==> src/rtl/mmio_write_buffer.sv <==
// Posted-write FIFO that drains LSU stores to an aw/w/b write port, one transaction in flight.
// Optional combinational bypass into an idle buffer: define MMIO_WBUF_BYPASS_EN.
module mmio_write_buffer #(
  parameter int DEPTH  = 4,
  parameter int ADDR_W = 32,
  parameter int DATA_W = 32
) (
  input  logic                     clock,
  input  logic                     reset,
  input  logic                     in_valid,
  output logic                     in_ready,
  input  logic [ADDR_W-1:0]        in_addr,
  input  logic [DATA_W-1:0]        in_data,
  output logic                     out_aw_valid,
  input  logic                     out_aw_ready,
  output logic [ADDR_W-1:0]        out_waddr,
  output logic                     out_w_valid,
  input  logic                     out_w_ready,
  output logic [DATA_W-1:0]        out_wdata,
  input  logic                     out_b_valid,
  output logic                     out_b_ready,
  input  logic [1:0]               out_b_resp,
  output logic [$clog2(DEPTH):0]   count,
  output logic                     err
);

  localparam int PTR_W = $clog2(DEPTH);
  localparam logic [PTR_W:0] FULL = (PTR_W+1)'(DEPTH);

  typedef enum logic {SEND, WAIT_B} state_t;

  state_t             r_state;
  logic [PTR_W-1:0]   r_wptr;
  logic [PTR_W-1:0]   r_rptr;
  logic [PTR_W:0]     r_count;
  logic               r_aw_done;
  logic               r_w_done;
  logic               r_err;
  logic [ADDR_W-1:0]  r_addr_mem [DEPTH];
  logic [DATA_W-1:0]  r_data_mem [DEPTH];

  logic w_full;
  logic w_push;
  logic w_pop;
  logic w_aw_hs;
  logic w_w_hs;
  logic w_head_valid;

  assign w_full       = (r_count == FULL);
  assign w_push       = in_valid & ~w_full;
  assign w_pop        = (r_state == WAIT_B) & out_b_valid;
  assign w_head_valid = (r_count != '0) & (r_state == SEND);
  assign w_aw_hs      = out_aw_valid & out_aw_ready;
  assign w_w_hs       = out_w_valid & out_w_ready;

`ifdef MMIO_WBUF_BYPASS_EN
  // An idle buffer forwards the incoming store in the same cycle; it is still queued below.
  logic w_byp;
  assign w_byp        = in_valid & (r_count == '0) & (r_state == SEND) & ~r_aw_done & ~r_w_done;
  assign out_aw_valid = (w_head_valid & ~r_aw_done) | w_byp;
  assign out_w_valid  = (w_head_valid & ~r_w_done) | w_byp;
  assign out_waddr    = w_byp ? in_addr : r_addr_mem[r_rptr];
  assign out_wdata    = w_byp ? in_data : r_data_mem[r_rptr];
`else
  assign out_aw_valid = w_head_valid & ~r_aw_done;
  assign out_w_valid  = w_head_valid & ~r_w_done;
  assign out_waddr    = r_addr_mem[r_rptr];
  assign out_wdata    = r_data_mem[r_rptr];
`endif

  assign in_ready    = ~w_full;
  assign out_b_ready = (r_state == WAIT_B);
  assign count       = r_count;
  assign err         = r_err;

  always_ff @(posedge clock) begin
    if (w_push) begin
      r_addr_mem[r_wptr] <= in_addr;
      r_data_mem[r_wptr] <= in_data;
    end
  end

  always_ff @(posedge clock) begin
    if (!reset) begin
      r_state   <= SEND;
      r_wptr    <= '0;
      r_rptr    <= '0;
      r_count   <= '0;
      r_aw_done <= 1'b0;
      r_w_done  <= 1'b0;
      r_err     <= 1'b0;
    end else begin
      if (w_push) r_wptr <= r_wptr + PTR_W'(1);
      if (w_pop)  r_rptr <= r_rptr + PTR_W'(1);

      case ({w_push, w_pop})
        2'b10:   r_count <= r_count + (PTR_W+1)'(1);
        2'b01:   r_count <= r_count - (PTR_W+1)'(1);
        default: r_count <= r_count;
      endcase

      case (r_state)
        SEND: begin
          if (w_aw_hs) r_aw_done <= 1'b1;
          if (w_w_hs)  r_w_done  <= 1'b1;
          // Address and data may complete in either order or together.
          if ((r_aw_done | w_aw_hs) & (r_w_done | w_w_hs)) r_state <= WAIT_B;
        end
        WAIT_B: begin
          if (out_b_valid) begin
            r_aw_done <= 1'b0;
            r_w_done  <= 1'b0;
            r_state   <= SEND;
            if (out_b_resp != 2'b00) r_err <= 1'b1;
          end
        end
      endcase
    end
  end

endmodule

==> config.mk <==
export PLATFORM = sky130hd
export DESIGN_NAME = mmio_write_buffer
export DESIGN_NICKNAME = d
export VERILOG_FILES = /design/src/rtl/mmio_write_buffer.sv
export SDC_FILE = /design/constraint.sdc
export NUM_CORES = 1
export LEC_CHECK = 0
export CAP_MARGIN = 20
export CORE_AREA = 8 8 167 169
export DETAILED_ROUTE_END_ITERATION = 8
export DIE_AREA = 0 0 175 177
export DONT_BUFFER_PORTS = 1
export PLACE_DENSITY = 0.59
export SETUP_SLACK_MARGIN = 0.1
export SKIP_LAST_GASP = 1
export SLEW_MARGIN = 25
export SYNTH_ARGS = -nofsm -noshare
export SYNTH_HDL_FRONTEND = slang
export SYNTH_SLANG_ARGS = --single-unit
==> constraint.sdc <==
create_clock -name clock -period 3.9 [get_ports clock]
set_input_delay 0.39 -clock clock [delete_from_list [all_inputs] [get_ports clock]]
set_output_delay 0.39 -clock clock [all_outputs]
set_load 0.01 [all_outputs]
==> metrics, run 1 <==
RSZ-0062 raised after global routing no; Worst Path Required 3510 ps; total clock sinks 269; fmax 0.363 GHz; first-pass GRT wire length 28400 um; clock insertion delay at the later pin of the skew report 520 ps; pwr dens 534 mW/mm^2; CP Buf/Inv Count 1; H-tree depth 1; fin crit share 70.7%; number of synthesized flops with an enable pin 256; #FFs+latches synth 269; critical path capture point type output pin; Die Y 177 um; Setup-failing EPs final 0; CTS clock-pin slew for the worst setup and hold paths 60 ps; CP Launch Type flip-flop; vias in the first global route 4788; Final ANT Viol Nets 0; grt total ovfl 0; core area 0.0255 mm^2; leakage 0.00373 uW; via/cell ratio 5.02; Fin. Hold Viols 0; Worst Skew 7.28 ps; Nets 571; Final Max Tran Viols 0; row cnt 59; Top delay family on crit path flip-flops; placed insts 728; port buffer count 0; Worst Tran Pin Value 999 ps; Yosys cell types 27; DRC violations left 0; Seq/Total Area, Yosys 79.9%; Cell Area, Synth 0.00995 mm^2; synth top area cells edfxtp_1, mux4_2, dfxtp_1; crit path DAT 2370 ps; Num CTS Buffers 27; outcome complete, no violations; die width 175 um; All-Layer GR Usage 11.9%; post-route insts no fill 850; Max stage delay on crit path 800 ps; Yosys top cell by area edfxtp_1; Hold Crit Class primary input to flip-flop; drt pass-1 iters 4; setup TNS 0 ps; antenna violations before repair 2; pin count of the biggest net entering global routing 65; CTS max path bufs 3; wire length per cell 21.6 um; critical path type flip-flop to output pin; syn_nets 485; Final Wtd Congestion 0.660; Die Area 0.0310 mm^2; ys async rst share 0%; Detailed Route Iter0 Violations 229; root buffer cell clkbuf_16; crit path max-delay cell type dfxtp_4; yosys warns 0; crit path cell chain buf_12 > mux4_1; post-CTS sizing 0; layout cells sized above 1 21.8%; Period minus WS final 2760 ps; Initial Utilization 39.1%; num ports 144; vias post-DR 4267; top-area cell type share of the netlist area 77.3%; postcts setup bufs 0; worst vdd ir 0.376 mV; cell count after synthesis 407; final WL 18400 um; average cell area after synthesis 24.4 um^2; maxcap violations 0; relative slew slack 33.4%; dominant synthesized flop cell edfxtp_1; Hold Buf Count CTS 67; TritonCTS clock tree built; total power 6340 uW; DPL Wire Length 10400 um; Area Overhead vs Synth 19.4%; worst-path fanout max 33
[through the flow]
stage / setup WS [ps] / cell area, um^2 / hold WS (ps) / util [%]
2_1_floorplan: 1030 / 9950 / 463 / -
3_3_place_gp: 1510 / 10200 / 472 / 40.2
3_5_place_dp: 1370 / 10200 / 489 / 40.2
4_1_cts: 1020 / 11800 / 13.7 / 46.3
5_1_grt: 940 / 11900 / 30.7 / 46.6
6_report: 1140 / 11900 / 44.1 / 46.6
[kinds of logic after synthesis]
family                     count (synthesis)  share of synthesized area [%]
muxes                                     66                           14.8
xor gates and xnor gates                   4                          0.352
adders and majority gates                  6                          0.830
buffers and inverters                     22                           1.97
and+or+nand+nor                           31                           1.52
DFF                                      269                           79.9
AOI/OAI and AO/OA                          9                          0.579
[path summary, 6_finish.rpt]
check	from	cells past startpoint	endpoint	slack, ps
max	flip-flop	2	out_wdata[0]	1140
min	reset	2	r_wptr[1]	40
max reg2reg	count[0]	4	r_data_mem[1][8]	1550
min reg2reg	r_w_done	2	r_w_done	520
[worst reg2reg max path, stage by stage (launching register included)]
cell	delay [ps]
dfxtp_1	460
nor2_1	110
a21boi_1	540
and2_4	580
buf_12	310
[cells in the mapped netlist, types with 2 or more instances]
| master | instances |
|---|---|
| dfxtp_1 | 13 |
| ha_1 | 5 |
| buf_2 | 6 |
| o21ai_0 | 4 |
| xnor2_1 | 3 |
| mux4_2 | 60 |
| buf_12 | 6 |
| and2_1 | 9 |
| or3_1 | 2 |
| nand2_1 | 10 |
| nand3_1 | 3 |
| inv_1 | 7 |
| nor2_1 | 5 |
| mux2i_1 | 2 |
| edfxtp_1 | 256 |
| mux4_1 | 4 |
| a211oi_1 | 2 |
[cell type report]
type	count	area (um^2)
Fill cell	2108	13600
Tap cell	335	419
Multi-Input combinational cell	116	1810
Clock buffer	44	863
Timing Repair Buffer	72	771
Clock inverter	5	25.0
Inverter	7	26.3
Antenna cell	2	5.00
Sequential cell	269	7960
[cells in the final DEF (no fill, tap or decap), types with 3 or more instances in the layout]
cell / n
and2_1: 5
and2_4: 4
buf_12: 5
clkbuf_1: 8
clkbuf_16: 30
clkbuf_8: 6
clkinv_2: 5
dfxtp_1: 11
dlygate4sd3_1: 67
edfxtp_1: 256
ha_1: 5
inv_1: 7
mux4_1: 4
mux4_2: 60
nand2_1: 10
nand3_1: 3
nor2_1: 5
o21ai_0: 4
xnor2_1: 3
[power by group]
part	switching [uW]	internal [uW]	total, uW
registers	58.6	3320	3380
clock network	1000	1510	2510
logic	256	196	452
[layer usage]
metal  share of wire, %  vias to the layer above  track usage [%]
met5                  0                        -                0
met4                2.1                        0             3.64
met3                7.9                       28             4.18
met2                 50                      132             19.9
met1                 40                     2224             14.2
li1                   -                     1883                -
[flip-flops by register name, summed over array words and instances (netlist names), 2 cells and up, named ones only]
register,cells
r_addr_mem,128
r_data_mem,128
count,3
r_wptr,2
r_rptr,2
(Power assumes the default switching activity.)
==> inputs of run 2 (changes only) <==
--- a/config.mk
+++ b/config.mk
@@ -10,7 +10,7 @@
 export DETAILED_ROUTE_END_ITERATION = 8
 export DIE_AREA = 0 0 175 177
 export DONT_BUFFER_PORTS = 1
-export PLACE_DENSITY = 0.59
+export PLACE_DENSITY = 0.61
 export SETUP_SLACK_MARGIN = 0.1
 export SKIP_LAST_GASP = 1
 export SLEW_MARGIN = 25
==> constraint.sdc (replaced) <==
create_clock -name clock -period 2.39 [get_ports clock]
set_input_delay 0.239 -clock clock [delete_from_list [all_inputs] [get_ports clock]]
set_output_delay 0.239 -clock clock [all_outputs]
set_load 0.01 [all_outputs]
==> metrics, run 2 (synthesis gave the netlist of run 1 again) <==
Worst Tran Pin Value 485 ps; pwr dens 854 mW/mm^2; All-Layer GR Usage 11.9%; wire length per cell 21.6 um; antenna violations before repair 1; Sequential Area 0.00796 mm^2; Worst Path Required 2150 ps; Detailed Route Iter0 Violations 196; Worst Skew 11.2 ps; clock insertion delay at the later pin of the skew report 520 ps; critical path capture point type output pin; CTS max path bufs 3; fmax 0.471 GHz; CP Buf/Inv Count 1; row cnt 59; Fin. Hold Viols 0; via/cell ratio 5.03; leakage 0.00381 uW; CP Launch Type flip-flop; pin count of the biggest net entering global routing 34; crit path DAT 1880 ps; critical path type flip-flop to output pin; footprint of the multi-input gates 0.00181 mm^2; Max stage delay on crit path 490 ps; Die Y 177 um; drt pass-1 iters 4; final core occ 47.2%; crit path cell chain buf_4 > mux4_2; outcome complete, no violations; Period minus WS final 2120 ps; maxcap violations 0; post-route insts no fill 863; finished layout cell area 0.0120 mm^2; setup TNS 0 ps; layout cells sized above 1 23.1%; core area 0.0255 mm^2; crit path max-delay cell type dfxtp_4; port buffer count 0; Num CTS Buffers 27; root buffer cell clkbuf_16; grt total ovfl 0; final WL 18700 um; worst-path fanout max 25; Final Wtd Congestion 0.699; worst vdd ir 0.578 mV; fillers 2095; Hold Crit Class primary input to flip-flop; metal3 WL 1370 um; TritonCTS clock tree built; total clock sinks 269; fin crit share 88.8%; num ports 144; Nets 589; WHS 55.0 ps; Initial Utilization 39.1%; Final Max Tran Viols 0; commonest non-fill, non-tap cell in the layout edfxtp_1; CTS clock-pin slew for the worst setup and hold paths 60 ps; Area Overhead vs Synth 20.9%; placed insts 742; Die Area 0.0310 mm^2; vias in the first global route 4747; vias post-DR 4339; DRC violations left 0; Final ANT Viol Nets 0; Top Metal Used met4; Cell Area, Placed 0.0104 mm^2; Top delay family on crit path flip-flops; commonest non-fill, non-tap cells in the layout edfxtp_1, dlygate4sd3_1, mux4_2; die width 175 um; metal2 WL 9430 um; DRT met1 WL 7540 um; relative slew slack 67.6%; first-pass GRT wire length 28500 um; Setup-failing EPs final 0; H-tree depth 1; DPL Wire Length 11200 um; RSZ-0062 raised after global routing no
-- run 2: cell count changes in the layout (fill, tap and decap cells not counted), sizes merged --
cell,change
buf,+15
bufinv,+3
clkbuf,-12
clkinv,+5
diode,-1
dlygate4sd3,+3
-- run 2: area by class of cell --
cell class	instances	area share, %
Timing Repair Buffer	90	8.14
Sequential cell	269	66.2
Multi-Input combinational cell	116	15.1
Inverter	7	0.219
Clock buffer	32	5.78
Clock inverter	13	1.12
Antenna cell	1	0.0208
Tap cell	335	3.49
-- run 2: repair_timing --
item,CTS,global route
buffers inserted,1,4
setup endpoints to repair,47,31
hold endpoints to repair,269,0
resized for setup,0,1
hold buffers,70,0
-- run 2: stage by stage --
stage | total power [uW] | setup slack (ps)
2_1_floorplan | 6090 | 199
3_3_place_gp | 6250 | 425
3_5_place_dp | 6280 | 338
4_1_cts | 10400 | 92.1
5_1_grt | 10700 | 147
6_report | 10300 | 268
-- run 2: path summary, 6_finish.rpt --
path / start / to / slack, ps / cells past startpoint
setup / recovery: flip-flop / out_wdata[30] / 270 / 2
hold / removal: out_b_valid / flip-flop / 50 / 3
setup reg to reg: out_b_ready / count[2] / 330 / 8
hold reg to reg: r_wptr[1] / r_wptr[1] / 510 / 2
-- run 2: per-layer routing --
layer  track usage (%)  up-vias
met5                 0        -
met3              3.76       29
li1                  -     1926
met1              14.7     2257
met2              20.1      127
met4              3.11        0
-- run 2: worst min-delay path: stages --
cell,delay [ps]
nand3_1,80
xnor2_1,60
and2_1,150
-- run 2: where the power goes --
group / internal (uW) / total [uW] / switching, uW
logic: 359 / 810 / 451
clock network: 2370 / 3960 / 1590
registers: 5430 / 5500 / 74.6
